[config.mk]
export PLATFORM = sky130hd
export DESIGN_NAME = dmem_arbiter
export DESIGN_NICKNAME = d
export VERILOG_FILES = /design/src/rtl/dmem_arbiter.sv
export SDC_FILE = /design/constraint.sdc
export NUM_CORES = 1
export LEC_CHECK = 0
export CORE_AREA = 2 2 117 119
export CTS_CLUSTER_SIZE = 14
export DETAILED_ROUTE_END_ITERATION = 7
export DIE_AREA = 0 0 119 121
export GPL_TIMING_DRIVEN = 0
export HOLD_SLACK_MARGIN = 0.12
export PLACE_DENSITY_LB_ADDON = 0.1
export SLEW_MARGIN = 25
export SYNTH_ARGS = -nofsm -noshare
export SYNTH_HDL_FRONTEND = slang
export SYNTH_SLANG_ARGS = --single-unit
[constraint.sdc]
create_clock -name clk -period 2.05 [get_ports clk]
set_input_delay 0.3075 -clock clk [delete_from_list [all_inputs] [get_ports clk]]
set_output_delay 0.3075 -clock clk [all_outputs]
set_load 0.02 [all_outputs]
[src/rtl/dmem_arbiter.sv]
// Two-master arbiter for the single-port data memory, with bounded locked bursts and read-response routing.
// Optional macro DMEM_ARB_RR_EN: round-robin priority in ARB (fixed M0 priority when undefined).
module dmem_arbiter #(
  parameter int unsigned AW       = 32,
  parameter int unsigned DW       = 32,
  parameter int unsigned MAX_LOCK = 8
) (
  input  logic          clk,
  input  logic          rst,
  input  logic          req0,
  input  logic          we0,
  input  logic          lock0,
  input  logic [AW-1:0] addr0,
  input  logic [DW-1:0] wdata0,
  output logic          gnt0,
  output logic          rvalid0,
  output logic [DW-1:0] rdata0,
  input  logic          req1,
  input  logic          we1,
  input  logic          lock1,
  input  logic [AW-1:0] addr1,
  input  logic [DW-1:0] wdata1,
  output logic          gnt1,
  output logic          rvalid1,
  output logic [DW-1:0] rdata1,
  output logic          mem_en,
  output logic          mem_we,
  output logic [AW-1:0] mem_addr,
  output logic [DW-1:0] mem_wdata,
  input  logic [DW-1:0] mem_rdata
);

  localparam int unsigned CW = $clog2(MAX_LOCK + 1);

  typedef enum logic [1:0] {ARB, LOCK0, LOCK1} state_t;

  state_t        r_state, w_state_nxt;
  logic [CW-1:0] r_beat_cnt, w_beat_cnt_nxt;
  logic          r_rvalid, r_rsel;
  logic          w_pick1;
  logic          w_gnt0_raw, w_gnt1_raw;
  logic          w_gnt0, w_gnt1;
  logic          w_rd_issue;

`ifdef DMEM_ARB_RR_EN
  logic          r_last, w_last_nxt;
`endif

  // Next-state and grant decision
  always_comb begin
    w_state_nxt    = r_state;
    w_beat_cnt_nxt = r_beat_cnt;
    w_pick1        = 1'b0;
    w_gnt0_raw     = 1'b0;
    w_gnt1_raw     = 1'b0;
`ifdef DMEM_ARB_RR_EN
    w_last_nxt     = r_last;
`endif
    case (r_state)
      ARB: begin
        if (req0 || req1) begin
`ifdef DMEM_ARB_RR_EN
          w_pick1    = req1 && (!req0 || !r_last);
          w_last_nxt = w_pick1;
`else
          w_pick1    = !req0;
`endif
          w_gnt0_raw = !w_pick1;
          w_gnt1_raw = w_pick1;
          if ((MAX_LOCK > 1) && (w_pick1 ? lock1 : lock0)) begin
            w_state_nxt    = w_pick1 ? LOCK1 : LOCK0;
            w_beat_cnt_nxt = CW'(1);
          end
        end
      end
      LOCK0: begin
        if (req0) begin
          w_gnt0_raw = 1'b1;
          if (!lock0 || (r_beat_cnt + CW'(1) == CW'(MAX_LOCK))) begin
            w_state_nxt    = ARB;
            w_beat_cnt_nxt = '0;
          end else begin
            w_beat_cnt_nxt = r_beat_cnt + CW'(1);
          end
        end else begin
          w_state_nxt    = ARB;
          w_beat_cnt_nxt = '0;
        end
      end
      LOCK1: begin
        if (req1) begin
          w_gnt1_raw = 1'b1;
          if (!lock1 || (r_beat_cnt + CW'(1) == CW'(MAX_LOCK))) begin
            w_state_nxt    = ARB;
            w_beat_cnt_nxt = '0;
          end else begin
            w_beat_cnt_nxt = r_beat_cnt + CW'(1);
          end
        end else begin
          w_state_nxt    = ARB;
          w_beat_cnt_nxt = '0;
        end
      end
      default: begin
        w_state_nxt    = ARB;
        w_beat_cnt_nxt = '0;
      end
    endcase
  end

  // Grants are suppressed combinationally while reset is held
  assign w_gnt0     = w_gnt0_raw & rst;
  assign w_gnt1     = w_gnt1_raw & rst;
  assign w_rd_issue = (w_gnt0 & ~we0) | (w_gnt1 & ~we1);

  assign gnt0      = w_gnt0;
  assign gnt1      = w_gnt1;
  assign mem_en    = w_gnt0 | w_gnt1;
  assign mem_we    = (w_gnt0 & we0) | (w_gnt1 & we1);
  assign mem_addr  = w_gnt1 ? addr1 : addr0;
  assign mem_wdata = w_gnt1 ? wdata1 : wdata0;

  assign rvalid0 = r_rvalid & ~r_rsel;
  assign rvalid1 = r_rvalid & r_rsel;
  assign rdata0  = mem_rdata;
  assign rdata1  = mem_rdata;

  // State, burst counter and read-owner tracking
  always_ff @(posedge clk or negedge rst) begin
    if (!rst) begin
      r_state    <= ARB;
      r_beat_cnt <= '0;
      r_rvalid   <= 1'b0;
      r_rsel     <= 1'b0;
    end else begin
      r_state    <= w_state_nxt;
      r_beat_cnt <= w_beat_cnt_nxt;
      r_rvalid   <= w_rd_issue;
      if (w_rd_issue) begin
        r_rsel <= w_gnt1;
      end
    end
  end

`ifdef DMEM_ARB_RR_EN
  // Last winner; reset to M1 so M0 is favoured first
  always_ff @(posedge clk or negedge rst) begin
    if (!rst) begin
      r_last <= 1'b1;
    end else begin
      r_last <= w_last_nxt;
    end
  end
`endif

endmodule

Yosys cells after proc, flatten, opt, wreduce, memory -nomap -nowiden
Cells that the tools add are included.

Register bits: 8. Bits of input ports: 168. Output and inout port bits: 134. Word-level logic and storage cells: 59.

Add/sub/neg operators: 1. Eq/ne operators: 7. Multiplexer cells: 24. Bitwise logic cells: 14. Reductions and logical operators: 9.

Operators by type and width (count): $mux 32 (2); $mux 4 (6); $mux 2 (7); $pmux 4 s3 (1); $and 1x1->1 (8); $ne 3x3->1 const B (2); $pmux 2 s3 (1); $mux 1 (5); $add 4x1->4 const B (1); $eq 4x4->1 const B (1); $ne 2x2->1 const B (2); $pmux 1 s2 (2); $reduce_and 4->1 (1); $logic_not 1->1 (3); $logic_or 1x1->1 (3); $not 1->1 (3); $or 1x1->1 (3); $eq 2x1->1 const B (1); $eq 2x2->1 const B (1); $logic_not 2->1 (1); $reduce_and 2->1 (1).

Logic depth before layout (Yosys ltp)
Depth in word-level cells: 6. Depth in mapped cells: 7. Gate-level depth less buffers: 5.

Worst setup path before layout
No wires, ideal clock.

Path kind: register to output. Start point: reg r_state[0]. End point: out mem_we. Arrival: 1.615 ns. Data required time: 1.742 ns. Slack: 0.127 ns. Cell stages (with the launch flop): 8. Path buffers: 3. Cells stage by stage: dfrtp_1 -> nand3b_1 -> or2_1 -> buf_2 -> buf_6 -> buf_6 -> inv_1 -> a22o_1.

Longest elaborated chain between the ends: 5.

Ends and longest elaborated chain: start: declaration (line 37) `state_t r_state, w_state_nxt;`; start signal: assignment (line 136) `r_state <= w_state_nxt;`; $eq 2x2->1 or $logic_not 2->1 (tied branches) (line 59) `case (r_state)`; $pmux 1 s2 (*) (line 59); $and 1x1->1 (*) (line 113) `assign w_gnt1 = w_gnt1_raw & rst;`; named net gnt1 (line 23) `output logic gnt1,`; $and 1x1->1 (*) (line 119) `assign mem_we = (w_gnt0 & we0) | (w_gnt1 & we1);`; $or 1x1->1 (*) (line 119); end: declaration (line 27) `output logic mem_we,`.

Mark *: on every way through the listed nets, which the timed path passes. The rest lies on a longest branch.

Worst setup path in the final report
Start point: reg r_state[0]. End point: out mem_wdata[13].

Longest elaborated chain between the ends: 4.

Ends and longest elaborated chain: $eq 2x2->1 or $logic_not 2->1 (tied branches) (line 59); $pmux 1 s2 (*) (line 59); $and 1x1->1 (*) (line 113); $mux 32 (*) (line 121) `assign mem_wdata = w_gnt1 ? wdata1 : wdata0;`; end: declaration (line 29) `output logic [DW-1:0] mem_wdata,`.

Every way passes the cells marked *; elsewhere a longest branch is shown, timed or not.

==> metrics <==
outcome=finished, violations left; failing checks=negative setup slack; Max Fclk=464 MHz; RR Startpoint=r_beat_cnt[0]; # rows=42; total CTS buffers=3; fin crit share=105%; setup TNS=-4.01 ns; total vias in the final route=2,374; Max-Cap Viols=0; Core Area=13,100 um^2; worst setup skew after layout=0.00119 ns; H-tree level count=1; vias in the first global route=2,296; # clock sinks=8; Max FO, Critical Path=10; crit path time final=2.15 ns; Critical path origin=r_state[0]; Power per Cell Area=335 nW/um^2; Post-Syn Instances=188; Slew @ Worst Pin=0.366 ns; startpoint types=register; reg2reg end=r_state[1]; initial antenna violation count=0; placed cell areas=4770 um^2; fin nets=643; total track usage=12.1%; min setup slack post-route=-0.104 ns; Syn Nets=358; Setup crit end=mem_wdata[13]; clock buffer depth=2; Filler cells=1,313; P&R area growth vs syn=172%; layout cells sized above 1=46.7%; FF+latch area=200 um^2; root buf cell=clkbuf_16; WP data arrival=1.85 ns; number of top-level pins=302; leak pwr=0.00231 uW; Setup crit end kind=output pin; Finished Core Util=38.6%; ys async rst share=100%; reg2reg setup slack=0.36 ns; GRT overflow=0; multi-input combinational cell area=1120 um^2; Final setup violation count=52; Worst Hold Slack=0.526 ns; # placed instances=633; top_reg_cell synth=dfrtp_1; Clock Latency Late Sink=0.23 ns; first-pass GRT wire length=13,400 um; die height=121 um; vias per cell=3.67; Syn Std Cell Area=1860 um^2; antenna-violating nets left=0; die area=14,400 um^2; slew margin rel.=74.9%; final instance area=5050 um^2; Yosys cell types=32; critical path class=reg -> out; number of diodes=0; largest net degree at the start of global routing=11; Starting Density=14.2%; routed wire length per instance=15.5 um; HP Start=r_rsel; port bufs=269; mean post-synth cell area=9.90 um^2; drt total wl=10,000 um; Cell Count, Final, Fillers Out=647; dpl hpwl=8980 um; RSZ-0062 raised after global routing=yes; EDFF count, synth=0; initial drt markers=79; TritonRoute pass-1 iters=4; Post-route DRC=0; CTS tree=built; cell count of the worst reg-to-reg path=5; die width=119 um; final count of pins violating max slew=0; sequential area share after synthesis=10.8%; Ys Warns=0; Max VDD drop=0.000269 V; Synth Register Bits=8; CP Data Required Time=1.74 ns; CTS clock-pin slew for the worst setup and hold paths=0.03 ns; worst hold path class=reg -> reg; Placer Congestion=0.723; Hold Vio Cnt, Final=0
==> how the worst min path moves through the flow <==
stage	to	slack, ns	cells past startpoint
finish	r_rsel	0.53	1
global placement	r_rsel	0.50	1
global route	r_rsel	0.56	1
CTS	r_rsel	0.54	1
detailed placement	r_rsel	0.53	1
floorplan	r_beat_cnt[0]	0.01	0
==> critical path, cell delays in order (launching register included) <==
cell and delay (ns):
dfrtp_1 0.36, nand3b_1 0.17, or2_1 0.23, buf_6 0.13, buf_12 0.14, clkbuf_16 0.16, mux2_4 0.30, buf_6 0.13
==> through the flow <==
step                power, uW  setup WS, ns
floorplan                 713         0.127
global placement         1330         -1.10
detailed placement       1330         -1.11
CTS                      1640        -0.174
global route             1770        -0.179
finish                   1690        -0.104
==> registers in the layout, indices dropped and copies added, names as in the netlist <==
name        flops
r_rsel          1
r_state         2
r_rvalid        1
r_beat_cnt      4
==> power breakdown <==
group          leakage [uW]  internal, uW  switching, uW  total, uW
combinational       0.00217           738            439       1180
sequential         0.000105           175           23.7        199
clock             0.0000370           250           65.1        315
==> cells in the final DEF (no fill, tap or decap), types with 5 or more instances in the layout <==
cell type / count
clkdlybuf4s50_1: 198
mux2_2: 34
buf_4: 77
nand2_1: 7
buf_2: 7
a21oi_1: 5
dfrtp_1: 8
mux2_4: 30
buf_6: 57
==> cell families (layout without fill, tap and decap cells) <==
kind of cell / after synthesis / in the layout / share of synthesized area [%]
fa+ha+maj: 2 / 2 / 1.34
simple gates: 18 / 18 / 5.52
compound gates: 20 / 20 / 7.73
mux: 65 / 65 / 44.7
buf+inv: 75 / 358 / 29.9
flops: 8 / 8 / 10.8
==> layout make-up <==
class                   count  share of cell area (%)
flip-flops and latches      8                    3.96
plain buffers              71                    11.9
clock buffers               3                    1.49
multi-input cells         105                    22.2
well taps                 176                    4.36
repair buffers            281                    55.9
inverters                   3                   0.223
==> per-layer routing <==
metal	global-route usage, %	up-vias	wire length (um)
met2	25.6	156	5810
met1	12.0	1051	3300
met5	0	-	0
met3	3.34	2	886
li1	-	1165	-
met4	0.893	0	43
==> cell usage after synthesis, types with 2 or more instances <==
cell type	number	area, um^2
buf_4	64	480
mux2_2	37	417
mux2_4	27	405
dfrtp_1	8	200
nand2_1	7	26.3
a21oi_1	5	25.0
buf_2	4	20.0
buf_6	4	45.0
inv_1	3	11.3
a211oi_1	2	15.0
a22o_1	2	17.5
ha_1	2	25.0
nand2b_1	2	12.5
nand3b_1	2	15.0
o21a_1	2	15.0
==> repair_timing <==
item / in CTS / in global routing
setup buffers: 3 / 7
hold buffers: 1 / 0
endpoints found under the setup margin: 69 / 66
resized for setup: 351 / 63
cloned: 0 / 1
hold endpoints to repair: 8 / 0
pin swaps: 2 / 1
Power figures use the tool's default switching activity.
